**src/rtl/reset_seq_pkg.sv**
```systemverilog
// -----------------------------------------------------------------------------
// reset_seq_pkg
// Shared definitions for the reset sequencer:
//   - seq_state_e : sequencer FSM states (HOLD, WAIT_LOCK, RELEASE, RUN)
//   - CAUSE_*     : encodings reported on cause_o for the last reset cause
// -----------------------------------------------------------------------------
package reset_seq_pkg;

  typedef enum logic [1:0] {
    HOLD      = 2'd0,
    WAIT_LOCK = 2'd1,
    RELEASE   = 2'd2,
    RUN       = 2'd3
  } seq_state_e;

  localparam logic [1:0] CAUSE_POR       = 2'd0;
  localparam logic [1:0] CAUSE_LOCK_LOSS = 2'd1;
  localparam logic [1:0] CAUSE_SW        = 2'd2;

endpackage : reset_seq_pkg

```
**src/rtl/bit_sync.sv**
```systemverilog
// -----------------------------------------------------------------------------
// bit_sync
// Multi-flop synchronizer that brings a single asynchronous bit into the clk_i
// domain. The chain is cleared by the asynchronous active-low reset, so the
// synchronized output reads 0 until SYNC_STAGES edges after the input is high.
// Ports:
//   clk_i   - destination clock
//   rst_ni  - asynchronous active-low reset, clears every flop of the chain
//   d_i     - asynchronous input bit
//   q_o     - synchronized output (last flop of the chain)
// -----------------------------------------------------------------------------
module bit_sync #(
  parameter int SYNC_STAGES = 2
) (
  input  logic clk_i,
  input  logic rst_ni,
  input  logic d_i,
  output logic q_o
);

  logic [SYNC_STAGES-1:0] sync_reg;

  generate
    for (genvar gi = 0; gi < SYNC_STAGES; gi++) begin : g_flop
      if (gi == 0) begin : g_first
        always_ff @(posedge clk_i or negedge rst_ni) begin
          if (!rst_ni) begin
            sync_reg[gi] <= 1'b0;
          end else begin
            sync_reg[gi] <= d_i;
          end
        end
      end else begin : g_rest
        always_ff @(posedge clk_i or negedge rst_ni) begin
          if (!rst_ni) begin
            sync_reg[gi] <= 1'b0;
          end else begin
            sync_reg[gi] <= sync_reg[gi-1];
          end
        end
      end
    end
  endgenerate

  assign q_o = sync_reg[SYNC_STAGES-1];

endmodule : bit_sync

```
**src/rtl/reset_sequencer.sv**
```systemverilog
// -----------------------------------------------------------------------------
// reset_sequencer
// Holds all downstream reset domains asserted for HOLD_CYCLES edges, waits for
// PLL lock, then releases domains one at a time, STAGE_GAP edges apart, lowest
// index first. Lock loss while releasing/running, or a software request in any
// state, re-asserts every domain and restarts the hold.
// Ports:
//   clk_i         - system clock
//   rst_ni        - asynchronous active-low reset (deassertion already synced)
//   pll_locked_i  - PLL lock flag, asynchronous to clk_i
//   sw_rst_req_i  - single-cycle synchronous software reset request
//   stage_rst_no  - per-domain active-low resets, bit 0 released first
//   done_o        - high once every domain is released
//   cause_o       - last reset cause (CAUSE_POR / CAUSE_LOCK_LOSS / CAUSE_SW)
// -----------------------------------------------------------------------------
module reset_sequencer
  import reset_seq_pkg::*;
#(
  parameter int N_STAGES    = 3,
  parameter int HOLD_CYCLES = 16,
  parameter int STAGE_GAP   = 8,
  parameter int SYNC_STAGES = 2
) (
  input  logic                clk_i,
  input  logic                rst_ni,
  input  logic                pll_locked_i,
  input  logic                sw_rst_req_i,
  output logic [N_STAGES-1:0] stage_rst_no,
  output logic                done_o,
  output logic [1:0]          cause_o
);

  // Hold counter must reach HOLD_CYCLES (it saturates there while waiting for
  // lock); the gap counter only ever reaches STAGE_GAP-1 before clearing.
  localparam int HOLD_W = $clog2(HOLD_CYCLES + 1);
  localparam int GAP_W  = (STAGE_GAP > 1) ? $clog2(STAGE_GAP) : 1;

  localparam logic [HOLD_W-1:0] HOLD_LAST = HOLD_W'(HOLD_CYCLES - 1);
  localparam logic [HOLD_W-1:0] HOLD_MAX  = HOLD_W'(HOLD_CYCLES);
  localparam logic [GAP_W-1:0]  GAP_LAST  = GAP_W'(STAGE_GAP - 1);

  logic lock_s;

  seq_state_e          state_reg,  state_next;
  logic [HOLD_W-1:0]   hold_cnt_reg, hold_cnt_next;
  logic [GAP_W-1:0]    gap_cnt_reg,  gap_cnt_next;
  logic [N_STAGES-1:0] stage_reg,  stage_next;
  logic                done_reg,   done_next;
  logic [1:0]          cause_reg,  cause_next;

  logic                go_release;
  logic [N_STAGES-1:0] stage_shift;

  bit_sync #(
    .SYNC_STAGES (SYNC_STAGES)
  ) u_lock_sync (
    .clk_i  (clk_i),
    .rst_ni (rst_ni),
    .d_i    (pll_locked_i),
    .q_o    (lock_s)
  );

  // Next release pattern: shift in one more released (high) domain. Written as
  // shift-or so it also works when there is only a single domain.
  assign stage_shift = (stage_reg << 1) | N_STAGES'(1);

  always_comb begin
    state_next    = state_reg;
    hold_cnt_next = hold_cnt_reg;
    gap_cnt_next  = gap_cnt_reg;
    stage_next    = stage_reg;
    done_next     = done_reg;
    cause_next    = cause_reg;
    go_release    = 1'b0;

    case (state_reg)
      HOLD: begin
        if (hold_cnt_reg == HOLD_LAST) begin
          hold_cnt_next = HOLD_MAX;
          if (lock_s) begin
            go_release = 1'b1;
          end else begin
            state_next = WAIT_LOCK;
          end
        end else begin
          hold_cnt_next = hold_cnt_reg + 1'b1;
        end
      end
      WAIT_LOCK: begin
        if (lock_s) begin
          go_release = 1'b1;
        end
      end
      RELEASE: begin
        if (gap_cnt_reg == GAP_LAST) begin
          gap_cnt_next = '0;
          stage_next   = stage_shift;
          if (stage_shift[N_STAGES-1]) begin
            state_next = RUN;
            done_next  = 1'b1;
          end
        end else begin
          gap_cnt_next = gap_cnt_reg + 1'b1;
        end
      end
      RUN: begin
      end
      default: begin
        state_next = HOLD;
      end
    endcase

    // Stage 0 is released on the very edge that leaves HOLD/WAIT_LOCK; a
    // single-domain configuration is therefore fully released right away.
    if (go_release) begin
      stage_next   = N_STAGES'(1);
      gap_cnt_next = '0;
      if (N_STAGES == 1) begin
        state_next = RUN;
        done_next  = 1'b1;
      end else begin
        state_next = RELEASE;
      end
    end

    // Software request outranks lock loss so a simultaneous event reports SW.
    // Lock loss only matters once release has begun; during HOLD/WAIT_LOCK the
    // domains are already asserted and the hold keeps counting.
    if (sw_rst_req_i) begin
      state_next    = HOLD;
      hold_cnt_next = '0;
      gap_cnt_next  = '0;
      stage_next    = '0;
      done_next     = 1'b0;
      cause_next    = CAUSE_SW;
    end else if (!lock_s && (state_reg == RELEASE || state_reg == RUN)) begin
      state_next    = HOLD;
      hold_cnt_next = '0;
      gap_cnt_next  = '0;
      stage_next    = '0;
      done_next     = 1'b0;
      cause_next    = CAUSE_LOCK_LOSS;
    end
  end

  always_ff @(posedge clk_i or negedge rst_ni) begin
    if (!rst_ni) begin
      state_reg    <= HOLD;
      hold_cnt_reg <= '0;
      gap_cnt_reg  <= '0;
      stage_reg    <= '0;
      done_reg     <= 1'b0;
      cause_reg    <= CAUSE_POR;
    end else begin
      state_reg    <= state_next;
      hold_cnt_reg <= hold_cnt_next;
      gap_cnt_reg  <= gap_cnt_next;
      stage_reg    <= stage_next;
      done_reg     <= done_next;
      cause_reg    <= cause_next;
    end
  end

  assign stage_rst_no = stage_reg;
  assign done_o       = done_reg;
  assign cause_o      = cause_reg;

endmodule : reset_sequencer

```
**config.mk**
```make
export PLATFORM = sky130hd
export DESIGN_NAME = reset_sequencer
export DESIGN_NICKNAME = d
export VERILOG_FILES = /design/src/rtl/reset_seq_pkg.sv /design/src/rtl/bit_sync.sv /design/src/rtl/reset_sequencer.sv
export SDC_FILE = /design/constraint.sdc
export NUM_CORES = 1
export LEC_CHECK = 0
export BUFFER_PORTS_ARGS = -buffer_cell sky130_fd_sc_hd__buf_2
export CORE_MARGIN = 2
export CORE_UTILIZATION = 50
export DETAILED_ROUTE_END_ITERATION = 7
export PLACE_DENSITY = 0.7
export SYNTH_ARGS = -nofsm -noshare
export SYNTH_HDL_FRONTEND = slang
export SYNTH_SLANG_ARGS = --single-unit
```
**constraint.sdc**
```tcl
create_clock -name clk_i -period 2.3 [get_ports clk_i]
set_input_delay 0 -clock clk_i [delete_from_list [all_inputs] [get_ports clk_i]]
set_output_delay 0 -clock clk_i [all_outputs]
set_load 0.02 [all_outputs]
```
# Word-level counts from Yosys, hierarchy flattened
# Index checks and enable logic that the tools add are counted.
dict set report classes {
  muxes 32
  n_addsub 2
  shifts 0
  n_bitwise 0
  eq_ne 9
  n_reduce_logical 15
  div 0
  multipliers 0
  order_cmp 0
}
# cell count
set ops {}
lappend ops {{$mux W3} 10}
lappend ops {{$mux W5} 4}
lappend ops {{$mux W2} 9}
lappend ops {{$reduce_bool A3 Y1} 4}
lappend ops {{$ne A5 B4 Y1 const B} 2}
lappend ops {{$ne A5 B5 Y1 const B} 2}
lappend ops {{$reduce_bool A4 Y1} 2}
lappend ops {{$mux W1} 7}
lappend ops {{$add A5 B1 Y5 const B} 1}
lappend ops {{$eq A5 B4 Y1 const B} 1}
lappend ops {{$reduce_and A5 Y1} 1}
lappend ops {{$reduce_bool A5 Y1} 1}
lappend ops {{$eq A2 B2 Y1 const B} 2}
lappend ops {{$pmux W2 S2} 1}
lappend ops {{$add A3 B1 Y3 const B} 1}
lappend ops {{$eq A3 B3 Y1 const B} 1}
lappend ops {{$reduce_and A3 Y1} 1}
lappend ops {{$eq A2 B1 Y1 const B} 1}
lappend ops {{$logic_not A2 Y1} 1}
lappend ops {{$pmux W1 S2} 1}
lappend ops {{$reduce_and A2 Y1} 1}
lappend ops {{$reduce_bool A2 Y1} 1}
lappend ops {{$logic_and A1 B1 Y1} 1}
lappend ops {{$logic_not A1 Y1} 1}
lappend ops {{$logic_or A1 B1 Y1} 1}
dict set report word_totals {
  output_inout_bits 6
  latch_bits 0
  ramBits 0
  register_bits 18
  mem_bits_ro 0
  in_bits 4
  mem_count 0
}

# Depth between registers and ports, before layout
dict set report logic_depth {
  ltp_word 6
  mapped_depth 6
  depth_no_buf 6
}

# Hierarchy
# A second synthesis with hierarchy kept.
dict set report unflattened {
  hier_cells 83
  hier_area_um2 889.6
}
# module n_inst cells_per_inst area_each_um2 seq_area_each_um2
set by_module_without_submodules {}
lappend by_module_without_submodules {reset_sequencer 1 81 839.6 400.4}
lappend by_module_without_submodules {bit_sync 1 2 50.0 50.0}

# Worst setup path after synthesis
# No wires, ideal clock.
dict set report synth_path {
  path_type {register to register}
  start {register hold_cnt_reg[0]}
  end {register stage_reg[0] (netlist: stage_rst_no[0])}
  slack_ps 561
  setup_ps 126
  t_arrival_ps 1613
  path_buffers 0
  stages_incl_launch_ff 7
  period_less_slack_ps 1739
  path_cell_list {dfrtp_1 ha_1 and3_1 ha_1 nor2_1 o211ai_2 o311a_1}
}
dict set report synth_between {
  elab_chain_cells 6
  elab_cells_between_ends 9
  classes_between {eq/ne: 1; mux: 5; reduce/logical: 3}
}
# element line
set synth_lines {}
lappend synth_lines {{from (decl)} reset_sequencer.sv:45} ;# logic [HOLD_W-1:0] hold_cnt_reg, hold_cnt_next;
lappend synth_lines {{from (signal assigned)} reset_sequencer.sv:156} ;# hold_cnt_reg <= hold_cnt_next;
lappend synth_lines {{$eq A5 B4 Y1 (*)} reset_sequencer.sv:78} ;# if (hold_cnt_reg == HOLD_LAST) begin
lappend synth_lines {{$mux W1 (*)} reset_sequencer.sv:78}
lappend synth_lines {{$pmux W1 S2 (*)} reset_sequencer.sv:76} ;# case (state_reg)
lappend synth_lines {{$mux W3} reset_sequencer.sv:115} ;# if (go_release) begin
lappend synth_lines {{$mux W3} reset_sequencer.sv:136} ;# end else if (!lock_s && (state_reg == RELEASE || state_reg == RUN)) begin
lappend synth_lines {{$mux W3} reset_sequencer.sv:129} ;# if (sw_rst_req_i) begin
lappend synth_lines {{to (signal assigned)} reset_sequencer.sv:158} ;# stage_reg <= stage_next;
lappend synth_lines {{to (decl)} reset_sequencer.sv:47} ;# logic [N_STAGES-1:0] stage_reg, stage_next;
# Mark *: on every way between the ends. The rest lies on a longest branch, timed or not.
# A chain may end at the register's enable or synchronous reset.

# Worst setup path in the final report
dict set report layout_path {
  start {register hold_cnt_reg[0]}
  end {register hold_cnt_reg[3]}
}
dict set report layout_between {
  elab_chain_cells 5
  elab_cells_between_ends 6
  classes_between {add/sub: 1; eq/ne: 1; mux: 4}
}
# element line
set layout_lines {}
lappend layout_lines {{$add A5 B1 Y5 / $eq A5 B4 Y1 (equally long branches)} {reset_sequencer.sv:86, reset_sequencer.sv:78}}
lappend layout_lines {{$mux W5 (*)} reset_sequencer.sv:78}
lappend layout_lines {{$mux W5 (*)} reset_sequencer.sv:76}
lappend layout_lines {{$mux W5 (*)} reset_sequencer.sv:136}
lappend layout_lines {{$mux W5 (*)} reset_sequencer.sv:129}
# Mark *: on every way between the ends. The rest lies on a longest branch, timed or not. The select of a mux whose other input is x is not followed.

==> metrics.md <==
| Metric | Value |
|---|---|
| Status | completed |
| Clock power share | 35.1% |
| GRT Total Usage | 18.48% |
| Ant diodes | 0 |
| GPL Wtd Cong | between 0.6 and 0.7 |
| Vias in the first global route | 555 |
| Clock Skews | roughly 0.0065 ns |
| FF-to-FF path depth | 6 |
| Sequential share of power | roughly three fifths |
| Vias/cell | about 5.7 |
| Cell count after placement | 97 |
| Final setup viols | 0 |
| Number of DRC markers in iteration 0 | 9 |
| Initial core utilization | 51.69% |
| Met3 WL | 50 um |
| Share of cells above drive strength 1 | between 15 and 20% |
| Yosys warning total | 0 |
| Hold WC Path Type | input port to async pin |
| Leakage | just under 0.0005 uW |
| Max capacitance violation total | 0 |
| Yosys top cell by area | dfrtp_1 |
| Layout Nets | 96 |
| Core Region | 1670 sq um |
| I/O Pins | 10 |
| WP data arrival | approximately 2.2 ns |
| Critical path fanouts, max | 5 |
| VDD IR max | 0.4660 mV |
| Num CTS Buffers | 3 |
| Post-route ant nets | 0 |
| CTS HTree Levels | 1 |
| Setup Buffers After CTS | 0 |
| Syn_area_per_cell | about 12 sq um |
| DRT Pass-1 Iters | 4 |
| Wl on met1 | 751 um |
| Top sig layer | met4 |
| Post-Route WL | 1512 um |
| First-pass GRT wire length | between 2000 and 3000 um |
| Mapped Area | about 860 sq um |
| Top cell type's share of synthesized area | 52.17% |
| Worst skew pair latency | just over 0.3 ns |
| Min Tclk post-route | slightly below 2 ns |
| Worst Path Required | 2.55 ns |
| Final Hold Fails | 0 |
| CTS clock-pin slew for the worst setup and hold paths | around 0.10 ns |
| Setup_tns | 0 ns |
| Crit. End Element | flop |
| RR Startpoint | hold_cnt_reg[0] |
| Root Buffer | clkbuf_4 |
| P per Cell Area | 580.7 nW/um^2 |
| Mapped Cells | between 70 and 80 |
| Final core occ | about 58% |
| Seq cells post-synth | 18 |
| Crit Path Category | flop to flop |
| Residual DRC | 0 |
| Initial antenna violation count | 0 |
| CTS max path bufs | 2 |
| Final slew viol count | 0 |
| Synth top area cells | dfrtp_1, ha_1, mux2i_1 |
| Fmax achieved | around 520 MHz |
| Detailed placement HPWL | approximately 1000 um |
| Die area | a little over 2000 sq um |
| Clock sinks | 18 |
| Largest net degree at the start of global routing | 19 |
| WL met2 | between 600 and 700 um |
| Sw frac | a little under a quarter |
| Power, Total | 562.4 uW |
| Die extent in x | around 46 um |
| Register area share after synthesis | 52.17% |
| Reg-to-Reg End | hold_cnt_reg[3] |
| Area growth, synth to finish | 12.17% |
| DIE HEIGHT | around 46 um |
| Final hold slack | between 0.1 and 0.15 ns |
| Non-Filler Instances | 104 |
| Final period util | 83.48% |
| Post-CTS Resized | 0 |
| Rel. slew slack | 63.92% |
| Vias | around 600 |
| GRT Residual Overflow | 0 |
| Flop2flop setup slack | roughly 0.38 ns |
| Port Buffers | 9 |
| Largest register FFs | 5 |
| Most common cell after layout, fill and taps aside | dfrtp_1 |
| Core Rows | 15 |
| Syn_nets | around 80 |
| CTS tree | done |
| Net switching power | ~130 uW |
| Critical path startpoint category | flop |
| Commonest non-fill, non-tap cells in the layout | dfrtp_1, nor2_1, buf_2 |
| Power Internal | around 440 uW |
| Logic pwr share | 6.1% |
| RSZ-0062 raised after global routing | false |
| Worst-Margin Slew | about 0.54 ns |
| WL/cell | around 15 um |
| Unique masters post-synth | 30 |
==> repair_timing <==
item,4_1_cts,5_1_grt
endpoints found under the setup margin,0,0
hold buffers,3,0
endpoints found under the hold margin,22,0
==> cells in the mapped netlist <==
| library cell | number |
|---|---|
| a21oi_1 | 1 |
| and2_1 | 1 |
| nand2b_1 | 2 |
| nor3b_2 | 1 |
| mux2i_1 | 5 |
| o32ai_1 | 1 |
| nor2_1 | 10 |
| a211o_1 | 1 |
| mux2_2 | 1 |
| o311a_1 | 2 |
| o21a_1 | 1 |
| inv_1 | 2 |
| nor2b_1 | 3 |
| nor3_1 | 1 |
| and3_1 | 2 |
| ha_1 | 4 |
| buf_2 | 1 |
| or2_1 | 1 |
| nand2_1 | 3 |
| buf_6 | 2 |
| o2111ai_1 | 1 |
| o32a_1 | 1 |
| nand3b_1 | 1 |
| a31oi_1 | 1 |
| nand3_1 | 2 |
| a22o_1 | 2 |
| o211ai_2 | 1 |
| o41ai_1 | 1 |
| dfrtp_1 | 18 |
| nor4_2 | 1 |
==> per-stage QoR <==
step | setup slack [ns] | area, sq um
4_1_cts | 0.3838 | 968.4
2_1_floorplan | 0.5614 | 863.3
3_3_place_gp | 0.4499 | 902.1
6_report | 0.3799 | 968.4
5_1_grt | 0.2443 | 968.4
3_5_place_dp | 0.4136 | 902.1
==> layer usage <==
metal | vias to the layer above | global-route usage (%)
li1 | 295 | -
met1 | 277 | 25.71
met2 | 12 | 25.07
met3 | 5 | 3.571
met4 | 0 | 14.12
met5 | - | 0
==> logic make-up after synthesis <==
logic type                 synth area share [%]
muxes                                     7.102
buffers and inverters                     4.058
DFF                                       52.17
and+or+nand+nor                           17.68
AOI/OAI and AO/OA                         13.19
adders and majority gates                 5.797
==> worst max-delay path: stages, from the launching register on <==
cell and delay [ns]:
dfrtp_1 0.42, ha_1 0.23, and3_1 0.19, ha_1 0.22
nor4_2 0.45, nor3b_2 0.24, a211o_1 0.12
==> final cells by class <==
class                   count  area, sq um
clock buffers               4        36.28
fillers                   137        701.9
inverters                   2        7.507
multi-input cells          51        377.9
flip-flops and latches     18        450.4
well taps                  17        21.27
repair buffers             12        75.07
==> how the worst max path moves through the flow <==
stage / from / end / slack [ns] / depth (start not counted)
after floorplan: hold_cnt_reg[0] / stage_rst_no[0] / 0.56 / 6
after global placement: hold_cnt_reg[0] / stage_rst_no[0] / 0.45 / 6
after detailed placement: hold_cnt_reg[0] / hold_cnt_reg[3] / 0.41 / 6
after CTS: hold_cnt_reg[0] / hold_cnt_reg[3] / 0.38 / 6
after global routing: hold_cnt_reg[0] / stage_rst_no[0] / 0.24 / 6
final: hold_cnt_reg[0] / hold_cnt_reg[3] / 0.38 / 6
==> power by group through the flow <==
stage	Combinational, uW	Clock, uW	Sequential (uW)
after detailed placement	31.2	0	337
after global routing	39.0	211	332
after CTS	35.0	201	331
final	34.5	197	331
after global placement	30.9	0	336
after floorplan	17.2	0	337
(Power assumes the default switching activity.)
